[src/rtl/pulse_symbol_decoder.sv]
// Synchronizes a serial line, measures each high pulse and emits a zero/one/start/err strobe.
// Latency: strobe registered on the 3rd edge after sigIn is first sampled low (2 sync + 1 decode).
// Backpressure: none; one strobe per symbol, downstream must accept every strobe.
module pulse_symbol_decoder #(
    parameter int CNT_W     = 8,
    parameter int ZERO_MIN  = 4,
    parameter int ZERO_MAX  = 8,
    parameter int ONE_MIN   = 12,
    parameter int ONE_MAX   = 16,
    parameter int START_MIN = 24,
    parameter int START_MAX = 32,
    parameter int GAP_MIN   = 4
) (
    input  logic clk,
    input  logic reset,
    input  logic sigIn,
    output logic startBit,
    output logic oneBit,
    output logic zeroBit,
    output logic errBit,
    output logic busy
);

    typedef enum logic [1:0] {
        IDLE    = 2'd0,
        HIGH    = 2'd1,
        GAP     = 2'd2,
        DISCARD = 2'd3
    } state_t;

    localparam logic [CNT_W-1:0] L_SAT = '1;

    state_t             r_state, w_state_nxt;
    logic               r_s1, r_sig_sync;
    logic [CNT_W-1:0]   r_len, w_len_nxt;
    logic [CNT_W-1:0]   r_gap_cnt, w_gap_cnt_nxt;
    logic               r_start, r_one, r_zero, r_err;
    logic               w_start, w_one, w_zero, w_err;
    logic [CNT_W-1:0]   w_gap_inc;

    assign w_gap_inc = r_gap_cnt + 1'b1;

    always_comb begin
        w_state_nxt   = r_state;
        w_len_nxt     = r_len;
        w_gap_cnt_nxt = r_gap_cnt;
        w_start       = 1'b0;
        w_one         = 1'b0;
        w_zero        = 1'b0;
        w_err         = 1'b0;
        case (r_state)
            IDLE: begin
                if (r_sig_sync) begin
                    w_len_nxt   = CNT_W'(1);
                    w_state_nxt = HIGH;
                end
            end
            HIGH: begin
                if (r_sig_sync) begin
                    if (r_len != L_SAT) w_len_nxt = r_len + 1'b1;
                end else begin
                    // Saturated length lies above START_MAX, so it falls through to err.
                    if (r_len >= CNT_W'(ZERO_MIN) && r_len <= CNT_W'(ZERO_MAX))
                        w_zero = 1'b1;
                    else if (r_len >= CNT_W'(ONE_MIN) && r_len <= CNT_W'(ONE_MAX))
                        w_one = 1'b1;
                    else if (r_len >= CNT_W'(START_MIN) && r_len <= CNT_W'(START_MAX))
                        w_start = 1'b1;
                    else
                        w_err = 1'b1;
                    w_gap_cnt_nxt = CNT_W'(1);
                    w_state_nxt   = GAP;
                end
            end
            GAP: begin
                if (r_sig_sync) begin
                    w_err       = 1'b1;
                    w_state_nxt = DISCARD;
                end else begin
                    w_gap_cnt_nxt = w_gap_inc;
                    if (w_gap_inc >= CNT_W'(GAP_MIN)) w_state_nxt = IDLE;
                end
            end
            DISCARD: begin
                if (!r_sig_sync) begin
                    w_gap_cnt_nxt = CNT_W'(1);
                    w_state_nxt   = GAP;
                end
            end
            default: w_state_nxt = IDLE;
        endcase
    end

    always_ff @(posedge clk) begin
        if (reset) begin
            r_state    <= IDLE;
            r_s1       <= 1'b0;
            r_sig_sync <= 1'b0;
            r_len      <= '0;
            r_gap_cnt  <= '0;
            r_start    <= 1'b0;
            r_one      <= 1'b0;
            r_zero     <= 1'b0;
            r_err      <= 1'b0;
        end else begin
            r_state    <= w_state_nxt;
            r_s1       <= sigIn;
            r_sig_sync <= r_s1;
            r_len      <= w_len_nxt;
            r_gap_cnt  <= w_gap_cnt_nxt;
            r_start    <= w_start;
            r_one      <= w_one;
            r_zero     <= w_zero;
            r_err      <= w_err;
        end
    end

    assign startBit = r_start;
    assign oneBit   = r_one;
    assign zeroBit  = r_zero;
    assign errBit   = r_err;
    assign busy     = (r_state != IDLE);

endmodule
[config.mk]
export PLATFORM = sky130hd
export DESIGN_NAME = pulse_symbol_decoder
export DESIGN_NICKNAME = d
export VERILOG_FILES = /design/src/rtl/pulse_symbol_decoder.sv
export SDC_FILE = /design/constraint.sdc
export NUM_CORES = 1
export LEC_CHECK = 0
export CORE_ASPECT_RATIO = 0.8
export CORE_MARGIN = 5
export CORE_UTILIZATION = 50
export DETAILED_ROUTE_END_ITERATION = 7
export GPL_ROUTABILITY_DRIVEN = 0
export PLACE_DENSITY_LB_ADDON = 0.3
export SYNTH_ARGS = -nofsm -noshare
export SYNTH_HDL_FRONTEND = slang
export SYNTH_SLANG_ARGS = --single-unit
[constraint.sdc]
create_clock -name clk -period 1.7 [get_ports clk]
set_input_delay 0.17 -clock clk [delete_from_list [all_inputs] [get_ports clk]]
set_output_delay 0.17 -clock clk [all_outputs]
set_load 0.1 [all_outputs]
Word-level counts from Yosys, hierarchy flattened
Index checks and enable logic that the tools add are counted.
{"block": "totals", "mem_count": 0, "in_bits": 3, "latchBits": 0, "mem_bits_rw": 0, "elab_cells": 64, "regBits": 24, "mem_bits_ro": 0, "output_inout_bits": 5}
{"block": "op_classes", "n_reduce_logical": 14, "mul": 0, "bitwise": 1, "eq_ne": 10, "n_mux": 21, "magnitude_cmp": 7, "n_addsub": 2, "n_shift": 0, "div_mod_pow": 0}
{"cell": "8-bit two-way mux", "count": 5}
{"cell": "8-bit one-hot mux with 2 select lines", "count": 2}
{"cell": "8-bit by 1-bit adder with 8-bit output, second input constant", "count": 2}
{"cell": "8-bit by 3-bit >= comparator with 1-bit output, second input constant", "count": 2}
{"cell": "2-bit inequality test, second input constant", "count": 5}
{"cell": "8-bit by 4-bit >= comparator with 1-bit output, second input constant", "count": 1}
{"cell": "8-bit by 5-bit >= comparator with 1-bit output, second input constant", "count": 1}
{"cell": "8-bit by 4-bit less-or-equal comparator with 1-bit output, second input constant", "count": 1}
{"cell": "8-bit by 5-bit less-or-equal comparator with 1-bit output, second input constant", "count": 1}
{"cell": "8-bit by 6-bit less-or-equal comparator with 1-bit output, second input constant", "count": 1}
{"cell": "1-bit two-way mux", "count": 8}
{"cell": "2-bit two-way mux", "count": 4}
{"cell": "8-bit inequality test, second input constant", "count": 1}
{"cell": "2-bit one-hot mux with 3 select lines", "count": 1}
{"cell": "3-bit AND reduction", "count": 2}
{"cell": "2-bit nonzero test", "count": 3}
{"cell": "5-bit OR reduction", "count": 1}
{"cell": "2-bit equality test, second input constant", "count": 2}
{"cell": "4-bit AND reduction", "count": 1}
{"cell": "4-bit OR reduction", "count": 1}
{"cell": "1-bit logical AND", "count": 3}
{"cell": "3-bit inequality test, second input constant", "count": 1}
{"cell": "3-bit OR reduction", "count": 1}
{"cell": "2-bit by 1-bit equality test with 1-bit output, second input constant", "count": 1}
{"cell": "4 further kinds", "count": 4}

Longest topological paths before layout
{"block": "logic_depth", "ltp_word": 7, "ltp_mapped": 8, "mapped_depth_nobuf": 7}

Worst setup path before layout
No wires, ideal clock.
{"block": "synth_path", "path_kind": "reg2reg", "startpoint": "register r_state[0]", "endpoint": "register r_len[2]", "arrival_ps": 1703, "period_less_slack_ps": 1842, "stages_incl_launch_ff": 6, "n_path_buf": 0, "required_time_ps": 1561, "setup_time_ps": 139, "setup_slack_ps": -142, "path_cell_list": "dfxtp_1 > inv_1 > ha_1 > inv_1 > o31ai_1 > nor2_1"}
{"block": "synth_between", "elab_chain_cells": 3, "word_cells_on_any_way": 8, "cone_classes": "4 x eq/ne; 1 x mux; 3 x reduce/logical"}
{"item": "start: declaration", "line": "33", "rtl": "state_t r_state, w_state_nxt;"}
{"item": "start signal: assignment", "line": "106", "rtl": "r_state <= w_state_nxt;"}
{"item": "2-bit by 1-bit equality test with 1-bit output or 2-bit zero test (tied branches)", "line": "51", "rtl": "case (r_state)"}
{"item": "2-bit inequality test (no source line) or 2-bit nonzero test (tied branches)"}
{"item": "4-bit AND reduction (no source line)"}
{"item": "end signal: assignment", "line": "109", "rtl": "r_len <= w_len_nxt;"}
{"item": "end: declaration", "line": "35", "rtl": "logic [CNT_W-1:0] r_len, w_len_nxt;"}
Parallel ways exist; a longest one is shown, timed or not.
A chain may end at the register's enable or synchronous reset.

Final worst setup path
{"block": "layout_path", "startpoint": "register r_state[1]", "endpoint": "register r_gap_cnt[7]"}
{"block": "layout_between", "elab_chain_cells": 4, "word_cells_on_any_way": 9, "cone_classes": "5 x eq/ne; 1 x mux; 3 x reduce/logical"}
{"item": "2-bit equality test or 2-bit by 1-bit equality test with 1-bit output (tied branches)", "line": "51"}
{"item": "2-bit OR reduction (no source line)"}
{"item": "2-bit inequality test (no source line) or 2-bit nonzero test (tied branches)"}
{"item": "3-bit AND reduction (no source line)"}
{"item": "end signal: assignment", "line": "110", "rtl": "r_gap_cnt <= w_gap_cnt_nxt;"}
{"item": "end: declaration", "line": "36", "rtl": "logic [CNT_W-1:0] r_gap_cnt, w_gap_cnt_nxt;"}
Parallel ways exist; a longest one is shown, timed or not.

==> flow_metrics.py <==
metrics = {
    "outcome": {
        "status": "finished, violations left",
        "violations_in_the_final_reports": "negative setup slack",
    },
    "drt": {
        "drt-total-wl_mm": 3.86,
        "num_vias": 1439,
        "detail_route.drc_violations": 0,
        "drt_first_pass_iters": 4,
        "detail_route.vias_per_cell": 6.12,
        "detail_route.iter0.violations": 106,
        "ant_nets": 0,
        "post_drt_wl_per_cell_um": 16.4,
    },
    "setup_path": {
        "cp-end-kind": "register",
        "crit_buf_inv": 3,
        "critical-path-max-stage-delay_ns": 0.40,
        "critPathSlowestCell": "sky130_fd_sc_hd__or3_4",
        "start_kind": "register",
        "worst_ep_arrival_time_ns": 1.89,
        "critPathRequiredTime_ns": 1.85,
        "cell_family_with_the_largest_share_of_critical_path_delay": "simple AND/OR/NAND/NOR gates",
        "maximum_net_fanout_on_the_critical_path": 6,
        "crit_path_cell_trace": "inv_2 > ha_4 > or3_4 > a21oi_4 > buf_6 > buf_4 > a311oi_1",
        "crit_type": "reg2reg",
    },
    "synth": {
        "synth_cell_types": 49,
        "synth.yosys.seq_area_share_pct": 32.2,
        "yosys_warnings": 0,
        "synth_async_sr_flop_share_pct": 0,
        "syn_nets": 185,
        "syn_area_mm2": 0.00149,
        "mapped_cells": 173,
        "synth_simple_gate_area_share_pct": 29.6,
        "yosys.area_share.xor_xnor_pct": 4.11,
        "post_synth.cell_area_avg_um2": 8.61,
        "number_of_register_bits_inferred_by_synthesis": 24,
        "post_synth_fa_ha_maj_area_fraction_pct": 7.56,
        "synth_compound_area_share_pct": 17.8,
        "yosys_most_used_dff": "sky130_fd_sc_hd__dfxtp_1",
        "yosys-mux-area-fraction_pct": 2.10,
        "synth_edf_count": 0,
        "largest_family_of_logic_cells_by_synthesized_area": "simple AND/OR/NAND/NOR gates",
    },
    "clock_network": {
        "cts.path.max_buffers": 2,
        "clk_latency_ns": 0.27,
        "cts.sinks": 24,
        "num_cts_buffers": 3,
        "tritoncts": "done",
        "hold_buffers": 0,
        "clk_transition_reported_paths_ns": 0.09,
        "cts_max_level": 1,
        "cts.root.buffer_cell": "sky130_fd_sc_hd__clkbuf_8",
    },
    "sta": {
        "slew_viol_final": 0,
        "grt_setup_unrepaired": "yes",
        "timing.final.crit_share_pct": 103,
        "worst-slew-pin-transition_ns": 0.395,
        "max_freq_mhz": 574,
        "timing.final.setup_violations": 3,
        "slew-limit-headroom_pct": 73.6,
        "timing.clock.skew_ns": 0.00338,
        "period_needed_ns": 1.74,
        "fin_ws_ns": -0.0432,
        "finalSetupTns_ns": -0.0784,
        "final_hold_viol_count": 0,
        "fin_worst_hold_slack_ns": 0.452,
    },
    "job": {
        "cap_violations": 0,
    },
    "power_and_ir_drop": {
        "share_comb_of_total_power_pct": 29.8,
        "vdd_drop_max_mv": 0.594,
        "pwr_density_cell_mw_per_mm2": 782,
        "total_switching_power_uw": 471,
        "power.sequential.fraction_pct": 38.0,
        "share_of_power_burned_in_the_clock_network_pct": 32.1,
        "internal-power_uw": 1110,
        "leakage_uw": 0.000715,
        "power.switching_fraction_pct": 29.8,
    },
    "place": {
        "place_hpwl_mm": 2.46,
        "dp_slack_ns": -0.157,
        "placed_cells": 225,
        "port-buffer-count": 7,
    },
    "finish": {
        "most-common-layout-cells": "sky130_fd_sc_hd__buf_4 (26), sky130_fd_sc_hd__nor2_1 (18), sky130_fd_sc_hd__dfxtp_1 (15), sky130_fd_sc_hd__dfxtp_2 (8)",
        "post_route_cells_drive_above_1_share_pct": 44.7,
        "layout.nets": 210,
        "finalNonFillerCells": 235,
        "commonest_non_fill_non_tap_cell_in_the_layout": "sky130_fd_sc_hd__buf_4",
        "num_antenna_cells": 0,
        "fillCellCount": 192,
        "syn_to_final_growth_pct": 35.5,
    },
    "floorplan": {
        "top_level_i_o_count": 8,
        "die_area_mm2": 0.00418,
        "floorplan.core_area_mm2": 0.00281,
        "floorplan.rows": 17,
        "die_x_um": 71.0,
        "die_h_um": 58.8,
        "start_util_pct": 53.1,
    },
    "hold_path": {
        "hold_path.class": "reg2reg",
    },
    "global_route": {
        "grt-ovfl-total": 0,
        "grt_pass1_vias": 1266,
        "grt_start_max_net_pins": 16,
        "groute.usage.overall_pct": 18.2,
        "first_pass_grt_wire_length_mm": 6.12,
        "number_of_antenna_violations_at_the_first_check_in_global_routing": 0,
    },
}
==> path summary, 6_finish.rpt <==
kind              start           end  slack, ns  depth (start not counted)
max reg2reg  r_state[1]  r_gap_cnt[7]      -0.04                          7
min                r_s1    r_sig_sync       0.45                          1
max          r_state[1]  r_gap_cnt[7]      -0.04                          7
min reg2reg        r_s1    r_sig_sync       0.45                          1
==> power groups by stage <==
stage / Clock, µW / Combinational, µW / Sequential (µW)
floorplan: 0 / 209 / 610
global placement: 0 / 340 / 603
detailed placement: 0 / 354 / 604
CTS: 516 / 380 / 595
global route: 543 / 509 / 604
finish: 508 / 471 / 600
==> Yosys cell counts, types with 3 or more instances <==
cell,instances,area share [%]
sky130_fd_sc_hd__inv_1,7,1.8
sky130_fd_sc_hd__dfxtp_1,24,32
sky130_fd_sc_hd__a311oi_1,3,1.8
sky130_fd_sc_hd__o21ai_0,7,2.4
sky130_fd_sc_hd__xnor2_1,6,3.5
sky130_fd_sc_hd__nor2b_1,4,1.7
sky130_fd_sc_hd__a211oi_1,3,1.5
sky130_fd_sc_hd__and3_1,3,1.3
sky130_fd_sc_hd__buf_4,5,2.5
sky130_fd_sc_hd__buf_2,4,1.3
sky130_fd_sc_hd__a41oi_1,3,1.8
sky130_fd_sc_hd__nor4_1,4,1.7
sky130_fd_sc_hd__nor3b_1,7,3.5
sky130_fd_sc_hd__a21oi_1,9,3.0
sky130_fd_sc_hd__nor3_1,4,1.3
sky130_fd_sc_hd__nand3b_1,4,2.0
sky130_fd_sc_hd__nand3_1,4,1.3
sky130_fd_sc_hd__nor2_1,21,5.3
sky130_fd_sc_hd__ha_1,9,7.6
sky130_fd_sc_hd__nand2_1,8,2.0
==> through the flow <==
stage / util [%] / power [µW] / instance area [µm²]
finish: 71.9 / 1580 / 2020
global route: 71.9 / 1660 / 2020
CTS: 65.2 / 1490 / 1830
detailed placement: 59.8 / 958 / 1680
global placement: 59.8 / 942 / 1680
floorplan: - / 820 / 1500
==> layer usage <==
metal	vias to the layer above	wire (µm)	global-route usage, %
met2	78	1810	30.5
met3	18	330	3.58
met4	0	156	3.22
li1	673	-	-
met5	-	0	0
met1	670	1570	24.8
==> sequential cells by signal (all words and copies together), names as in the netlist <==
| name | flops |
|---|---|
| r_gap_cnt | 8 |
| r_s1 | 1 |
| r_state | 2 |
| oneBit | 1 |
| r_len | 8 |
| errBit | 1 |
| startBit | 1 |
| r_sig_sync | 1 |
| zeroBit | 1 |
==> area by class of cell <==
type	instances	area, µm²	area share (%)
inverters	7	26.3	1.30
repair buffers	31	258	12.8
flip-flops and latches	24	494	24.5
well taps	38	47.5	2.35
clock buffers	3	41.3	2.04
multi-input cells	131	1120	55.6
clock inverters	1	30.0	1.49
==> worst reg2reg max path: stages, from the launching register on <==
cell                       delay [ns]
sky130_fd_sc_hd__dfxtp_2         0.38
sky130_fd_sc_hd__inv_2           0.06
sky130_fd_sc_hd__ha_4            0.18
sky130_fd_sc_hd__or3_4           0.41
sky130_fd_sc_hd__a21oi_4         0.26
sky130_fd_sc_hd__buf_6           0.16
sky130_fd_sc_hd__buf_4           0.11
sky130_fd_sc_hd__a311oi_1        0.09
==> logic make-up (layout without fill, tap and decap cells) <==
group | Yosys count | in the layout
AND/OR/NAND/NOR | 75 | 75
AO/OA/AOI/OAI | 37 | 37
flip-flops | 24 | 24
buffers and inverters | 18 | 42
adder cells (fa/ha/maj) | 9 | 9
XOR/XNOR | 7 | 7
multiplexers | 3 | 3
==> timing repair <==
| action | 4_1_cts | 5_1_grt |
|---|---|---|
| setup endpoints to repair | 12 | 22 |
| resized for setup | 15 | 41 |
| pin swaps | 3 | 19 |
| setup buffers | 0 | 6 |
No activity file was read; power rests on OpenSTA's default activity.
